**src/rtl/logic_op_pkg.sv**
```systemverilog
// Shared opcodes, FSM state encoding and default datapath width for the
// logic-unit command sequencer.
package logic_op_pkg;

    localparam int DEF_WIDTH = 8;

    localparam logic [1:0] OP_AND  = 2'b00;
    localparam logic [1:0] OP_OR   = 2'b01;
    localparam logic [1:0] OP_XOR  = 2'b10;
    localparam logic [1:0] OP_NOTA = 2'b11;

    typedef enum logic [1:0] {
        ST_IDLE = 2'b00,
        ST_EXEC = 2'b01,
        ST_DONE = 2'b10
    } seq_state_e;

endpackage

```
**src/rtl/logic_op_sequencer.sv**
```systemverilog
// Registers commands onto the logic unit's A/B/S inputs, captures its result
// one cycle later and returns it over a valid/ready handshake.
module logic_op_sequencer
    import logic_op_pkg::*;
#(
    parameter int WIDTH = DEF_WIDTH
) (
    input  logic             clk,
    input  logic             rst_n,
    input  logic             cmd_valid,
    output logic             cmd_ready,
    input  logic [1:0]       cmd_op,
    input  logic [WIDTH-1:0] cmd_a,
    input  logic [WIDTH-1:0] cmd_b,
    input  logic             cmd_acc,
    output logic [WIDTH-1:0] lu_a,
    output logic [WIDTH-1:0] lu_b,
    output logic [1:0]       lu_s,
    input  logic [WIDTH-1:0] lu_e,
    output logic             res_valid,
    input  logic             res_ready,
    output logic [WIDTH-1:0] res_data,
    output logic             res_zero,
    output logic [7:0]       op_count
);

    seq_state_e       state_q, state_d;
    logic [WIDTH-1:0] lu_a_q, lu_a_d;
    logic [WIDTH-1:0] lu_b_q, lu_b_d;
    logic [1:0]       lu_s_q, lu_s_d;
    logic [WIDTH-1:0] acc_q, acc_d;
    logic [WIDTH-1:0] res_data_q, res_data_d;
    logic             res_zero_q, res_zero_d;
    logic [7:0]       op_count_q, op_count_d;
    logic             cmd_ready_q, cmd_ready_d;
    logic             res_valid_q, res_valid_d;

    // Next-state and datapath update; everything holds unless its state says otherwise.
    always_comb begin
        state_d    = state_q;
        lu_a_d     = lu_a_q;
        lu_b_d     = lu_b_q;
        lu_s_d     = lu_s_q;
        acc_d      = acc_q;
        res_data_d = res_data_q;
        res_zero_d = res_zero_q;
        op_count_d = op_count_q;

        case (state_q)
            ST_IDLE: begin
                if (cmd_valid) begin
                    lu_a_d  = cmd_acc ? acc_q : cmd_a;
                    lu_b_d  = cmd_b;
                    state_d = ST_EXEC;
                    case (cmd_op)
                        OP_AND:  lu_s_d = OP_AND;
                        OP_OR:   lu_s_d = OP_OR;
                        OP_XOR:  lu_s_d = OP_XOR;
                        default: lu_s_d = OP_NOTA;
                    endcase
                end else begin
                    state_d = ST_IDLE;
                end
            end
            ST_EXEC: begin
                // lu_e is only trusted here, a full cycle after the inputs settled.
                res_data_d = lu_e;
                acc_d      = lu_e;
                res_zero_d = (lu_e == {WIDTH{1'b0}});
                op_count_d = op_count_q + 8'd1;
                state_d    = ST_DONE;
            end
            ST_DONE: begin
                if (res_ready) begin
                    state_d = ST_IDLE;
                end else begin
                    state_d = ST_DONE;
                end
            end
            default: begin
                state_d = ST_IDLE;
            end
        endcase

        // Handshake flags are registered from the next state to stay glitch-free.
        cmd_ready_d = (state_d == ST_IDLE);
        res_valid_d = (state_d == ST_DONE);
    end

    // State and datapath registers with synchronous active-low reset.
    always_ff @(posedge clk) begin
        if (!rst_n) begin
            state_q     <= ST_IDLE;
            lu_a_q      <= {WIDTH{1'b0}};
            lu_b_q      <= {WIDTH{1'b0}};
            lu_s_q      <= 2'b00;
            acc_q       <= {WIDTH{1'b0}};
            res_data_q  <= {WIDTH{1'b0}};
            res_zero_q  <= 1'b0;
            op_count_q  <= 8'd0;
            cmd_ready_q <= 1'b1;
            res_valid_q <= 1'b0;
        end else begin
            state_q     <= state_d;
            lu_a_q      <= lu_a_d;
            lu_b_q      <= lu_b_d;
            lu_s_q      <= lu_s_d;
            acc_q       <= acc_d;
            res_data_q  <= res_data_d;
            res_zero_q  <= res_zero_d;
            op_count_q  <= op_count_d;
            cmd_ready_q <= cmd_ready_d;
            res_valid_q <= res_valid_d;
        end
    end

    assign cmd_ready = cmd_ready_q;
    assign res_valid = res_valid_q;
    assign lu_a      = lu_a_q;
    assign lu_b      = lu_b_q;
    assign lu_s      = lu_s_q;
    assign res_data  = res_data_q;
    assign res_zero  = res_zero_q;
    assign op_count  = op_count_q;

endmodule

```
**config.mk**
```make
export PLATFORM = sky130hd
export DESIGN_NAME = logic_op_sequencer
export DESIGN_NICKNAME = d
export VERILOG_FILES = /design/src/rtl/logic_op_pkg.sv /design/src/rtl/logic_op_sequencer.sv
export SDC_FILE = /design/constraint.sdc
export NUM_CORES = 1
export LEC_CHECK = 0
export ABC_CLOCK_PERIOD_IN_PS = 1700
export BUFFER_PORTS_ARGS = -buffer_cell sky130_fd_sc_hd__buf_4
export CAP_MARGIN = 0
export CORE_ASPECT_RATIO = 2
export CORE_UTILIZATION = 40
export DETAILED_ROUTE_END_ITERATION = 8
export GPL_TIMING_DRIVEN = 1
export PLACE_DENSITY_LB_ADDON = 0.3
export SLEW_MARGIN = 20
export SYNTH_ARGS = -nofsm -noshare
export SYNTH_HDL_FRONTEND = slang
export SYNTH_SLANG_ARGS = --single-unit
```
**constraint.sdc**
```tcl
create_clock -name clk -period 1.7 [get_ports clk]
set_clock_uncertainty 0.1 [all_clocks]
set_input_delay 0.425 -clock clk [delete_from_list [all_inputs] [get_ports clk]]
set_output_delay 0.425 -clock clk [all_outputs]
set_load 0.01 [all_outputs]
```
### Word level (Yosys, flattened, before mapping)

Cells that the tools add are included.

* flip-flop bits (word level): 39
* input port bits: 31
* output and inout port bits: 37
* logic and storage cells: 25

* $add $sub $neg: 1
* equal/unequal tests: 5
* mux-type cells: 5
* reductions and logical operators: 5

Operator list (number)
* $pmux W2 S3: 2
* $add A8 B1 Y8 const B: 1
* $logic_not A8 Y1: 1
* $mux W8: 1
* $eq A2 B2 Y1 const B: 3
* $logic_not A2 Y1: 3
* $eq A2 B1 Y1 const B: 2
* $mux W2: 1
* $reduce_and A2 Y1: 1
* $mux W1: 1

### Depth between registers and ports, before layout

* depth after elaboration: 3
* depth in mapped cells: 4
* mapped depth without buffers: 4

### Worst setup path after synthesis

No wires, ideal clock.

* path type: input to register
* start point: input cmd_valid
* end point: register lu_b_q[0], in the netlist lu_b[0]
* setup time: 0.132 ns
* data arrival time: 1.144 ns
* required time: 1.468 ns
* slack: 0.323 ns
* cell stages on the path: 4
* buffers on the path: 1
* cell sequence: or3b_2 > buf_2 > nand2_1 > a21oi_1

* word-level cells in the longest chain between the ends: 1

Ends and longest elaborated chain
* start: declaration: line logic_op_sequencer.sv:10 `input logic cmd_valid,`
* $reduce_and A2 Y1 (no source line)
* end signal: assignment: line logic_op_sequencer.sv:95 `lu_b_q <= {WIDTH{1'b0}};`
* end signal: assignment: line logic_op_sequencer.sv:106 `lu_b_q <= lu_b_d;`
* end: declaration: line logic_op_sequencer.sv:29 `logic [WIDTH-1:0] lu_b_q, lu_b_d;`

No other way between the ends.
A chain may end at the register's enable or synchronous reset.

### Worst setup path after layout

* start point: register op_count_q[1], in the netlist op_count[1]
* end point: register op_count_q[4], in the netlist op_count[4]

* word-level cells in the longest chain between the ends: 1

Ends and longest elaborated chain
* start: declaration: line logic_op_sequencer.sv:34 `logic [7:0] op_count_q, op_count_d;`
* start signal: assignment: line logic_op_sequencer.sv:111 `op_count_q <= op_count_d;`
* $add A8 B1 Y8: line logic_op_sequencer.sv:70 `op_count_d = op_count_q + 8'd1;`

No other way between the ends.

==> impl_metrics.csv <==
group,metric,value,unit
run_status,status,"complete, no violations",
sta,fin_crit,1.46,ns
placement,dp_slack,0.174,ns
logic_synthesis,yosys.area_share.simple,22.4,%
pwr,clockPowerShare,41.1,%
logic_synthesis,synth_compound_area_share,14.8,%
floorplanning,dieArea,4040,µm²
grt,antenna_found_initial,0,
setup_path,startpoint,"op_count[1]",
sta,fin_crit_sh,85.8,%
clocking,cts_hold_buf,0,
drt,num_vias,1441,
pwr,power_frac_comb,13.9,%
sta,relSlewSlack,71.5,%
logic_synthesis,synth_flop_cell,"dfxtp_1",
cells_and_area,diodes,0,
sta,fin_ws,0.241,ns
min_path,hold_class,"primary input to flip-flop",
cells_and_area,multi_input_area,671,µm²
grt,grt_max_degree,39,
clocking,clk_pin_slew,0.08,ns
clocking,cts_buffers,5,
logic_synthesis,synth-async-reset-ratio,0,%
logic_synthesis,yosys.area_share.adder,0.829,%
cells_and_area,final_cell_mix,"buf_4 (69), nand2_1 (40), dfxtp_1 (39)",
setup_path,crit_buf_inv,0,
placement,dp_hpwl,2790,µm
floorplanning,die_h,88.9,µm
setup_path,crit_fanout,5,
setup_path,worstPathRequired,1.82,ns
logic_synthesis,synth_fp_nets,204,
drt,postRouteAntennaNets,0,
logic_synthesis,yosysWarnings,0,
pwr,p_int,1.72,mW
cells_and_area,finalNetCount,272,
min_path,min_path_cells,3,
setup_path,critPathCapture,"op_count[4]",
setup_path,start_kind,"flip-flop",
placement,io_buffers,67,
grt,grt_use_total,21.0,%
logic_synthesis,ys_seq_area_share,51.7,%
sta,rsz0062_at_grt,"no",
logic_synthesis,muxShareOfSynthArea,5.31,%
grt,grt_pass1_vias,1379,
floorplanning,io_pins,68,
setup_path,reg2reg_from,"op_count[1]",
drt,wl_per_cell,13.1,µm
cells_and_area,mostFrequentLayoutCell,"buf_4",
setup_path,r2r-end,"op_count[4]",
pwr,p_per_area,1000,nW/µm²
pwr,seqPwrFrac,44.9,%
logic_synthesis,synth_edf_count,0,
clocking,cts.repair.resized,0,
logic_synthesis,synth_xor_area_share,1.16,%
sta,max_freq,685,MHz
pwr,p_leak,0.986,nW
setup_path,cp.arrival,1.58,ns
logic_synthesis,synth_top_family_by_area,"simple AND/OR/NAND/NOR gates",
floorplanning,core,3610,µm²
setup_path,reg2regPathDepth,4,
sta,setup_viol,0,
logic_synthesis,syn_area,1510,µm²
grt,grt_overflow,0,
sta,hold_viol,0,
pwr,sw_frac_of_total,22.9,%
setup_path,critPathKind,"flip-flop to flip-flop",
setup_path,cp.depth,4,
sta,slew_violations,0,
sta,worst_slew_pin_slew,0.427,ns
sta,tns,0,ns
drt,drtIter0Drc,38,
grt,grt_pass1_wl,6060,µm
cells_and_area,register_area,781,µm²
drt,wl,3800,µm
floorplanning,initial_core_util,41.8,%
setup_path,reg2reg_slack,0.24,ns
drt,drc,0,
logic_synthesis,synthCells,172,
flow_run,cap_violations,0,
setup_path,max_stage_delay,0.43,ns
placement,place_congestion,0.761,
clocking,htreeDepth,2,
setup_path,crit_chain,"ha_1 > nand3b_1 > or3_1 > a21oi_1",
clocking,post-cts-setup-buffer-count,0,
floorplanning,die_w,45.4,µm
cells_and_area,area_growth_syn_to_layout,47.0,%
clocking,root_buffer,"clkbuf_8",
logic_synthesis,avgSynthCellArea,8.77,µm²
cells_and_area,fill_cells,349,
setup_path,end_kind,"flip-flop",
logic_synthesis,netlist-cell-type-count,26,
clocking,cts_tree,"yes",
clocking,clock-sinks,39,
pwr,ir_drop,0.751,mV
drt,drt_pass1_iterations,4,
setup_path,critPathTopFamily,"simple AND/OR/NAND/NOR gates",
setup_path,cp_slowest_cell,"dfxtp_1",
cells_and_area,drive_above_1_share,34.4,%
clocking,clk_latency,0.29,ns
clocking,clockBufferDepth,2,
logic_synthesis,synth-seq-cells,39,
drt,routed_via_density,4.97,
floorplanning,fp-row-count,31,
pwr,power.switching,0.510,mW
==> area by class of cell <==
type                       instances  share of cell area (%)
multi-input combinational        120                    30.2
clock buffer                       5                    3.10
clock inverter                     3                    3.05
timing repair buffer              71                    25.2
tap                               49                    2.76
inverter                           3                   0.508
sequential                        39                    35.2
==> state kept, by name, summed over array words and instances (netlist names) <==
name       flops
cmd_ready      1
lu_s           2
state_q        2
res_data       8
res_valid      1
res_zero       1
lu_a           8
lu_b           8
op_count       8
==> cell families (layout without fill, tap and decap cells) <==
logic type / Yosys count / in the layout
flip-flops: 39 / 39
buffers and inverters: 13 / 82
AO/OA/AOI/OAI: 40 / 40
XOR/XNOR: 2 / 2
multiplexers: 8 / 8
AND/OR/NAND/NOR: 69 / 69
adder cells (fa/ha/maj): 1 / 1
==> metal layers <==
metal / part of all wire, % / track usage (%)
met1: 35 / 19.3
met2: 57 / 39.7
met3: 5.2 / 5.71
met4: 2.3 / 9.92
met5: 0 / 0
==> how the worst min path moves through the flow <==
stage                        to  slack [ns]     start
floorplan               lu_b[0]        0.38   lu_b[0]
global placement        lu_b[4]        0.34   lu_b[4]
detailed placement      lu_b[3]        0.35   lu_b[3]
CTS                     lu_b[2]        0.27  cmd_b[2]
global route            lu_b[0]        0.28  cmd_b[0]
finish              res_data[0]        0.28   lu_e[0]
==> worst register-to-register path: cells and delay by family (launching register included) <==
| kind | cells | cell delay, ns |
|---|---|---|
| compound gates | 1 | 0.14 |
| flops | 1 | 0.43 |
| simple gates | 2 | 0.53 |
| fa+ha+maj | 1 | 0.19 |
==> stage by stage <==
step	power, mW	utilization [%]	cell area, µm²	hold slack (ns)	instances
2_1_floorplan	1.16	-	1510	0.381	172
3_3_place_gp	1.33	57.7	2080	0.342	282
3_5_place_dp	1.33	57.7	2080	0.351	282
4_1_cts	2.24	61.5	2220	0.272	290
5_1_grt	2.32	61.5	2220	0.278	290
6_report	2.23	61.5	2220	0.281	290
==> power groups by stage <==
stage / Clock [mW] / Sequential, mW / Combinational (mW)
after detailed placement: 0 / 1.02 / 0.313
after floorplan: 0 / 1.04 / 0.122
after global routing: 0.970 / 1.01 / 0.341
after global placement: 0 / 1.02 / 0.309
after CTS: 0.928 / 1.00 / 0.314
final: 0.915 / 1.00 / 0.310
==> cells in the mapped netlist, types with 2 or more instances <==
cell type,n,share of area (%)
nand3_1,2,0.66
nor4_1,2,0.83
a21oi_1,27,9.0
dfxtp_1,39,52
nor2_1,12,3.0
buf_2,3,0.99
or3b_2,2,1.2
inv_1,3,0.75
nand2_1,40,9.9
a211oi_1,8,4.0
xnor2_1,2,1.2
or3_1,4,1.7
o21ai_0,4,1.3
mux2i_1,8,5.3
clkbuf_1,5,1.2
No activity file was read; power rests on OpenSTA's default activity.
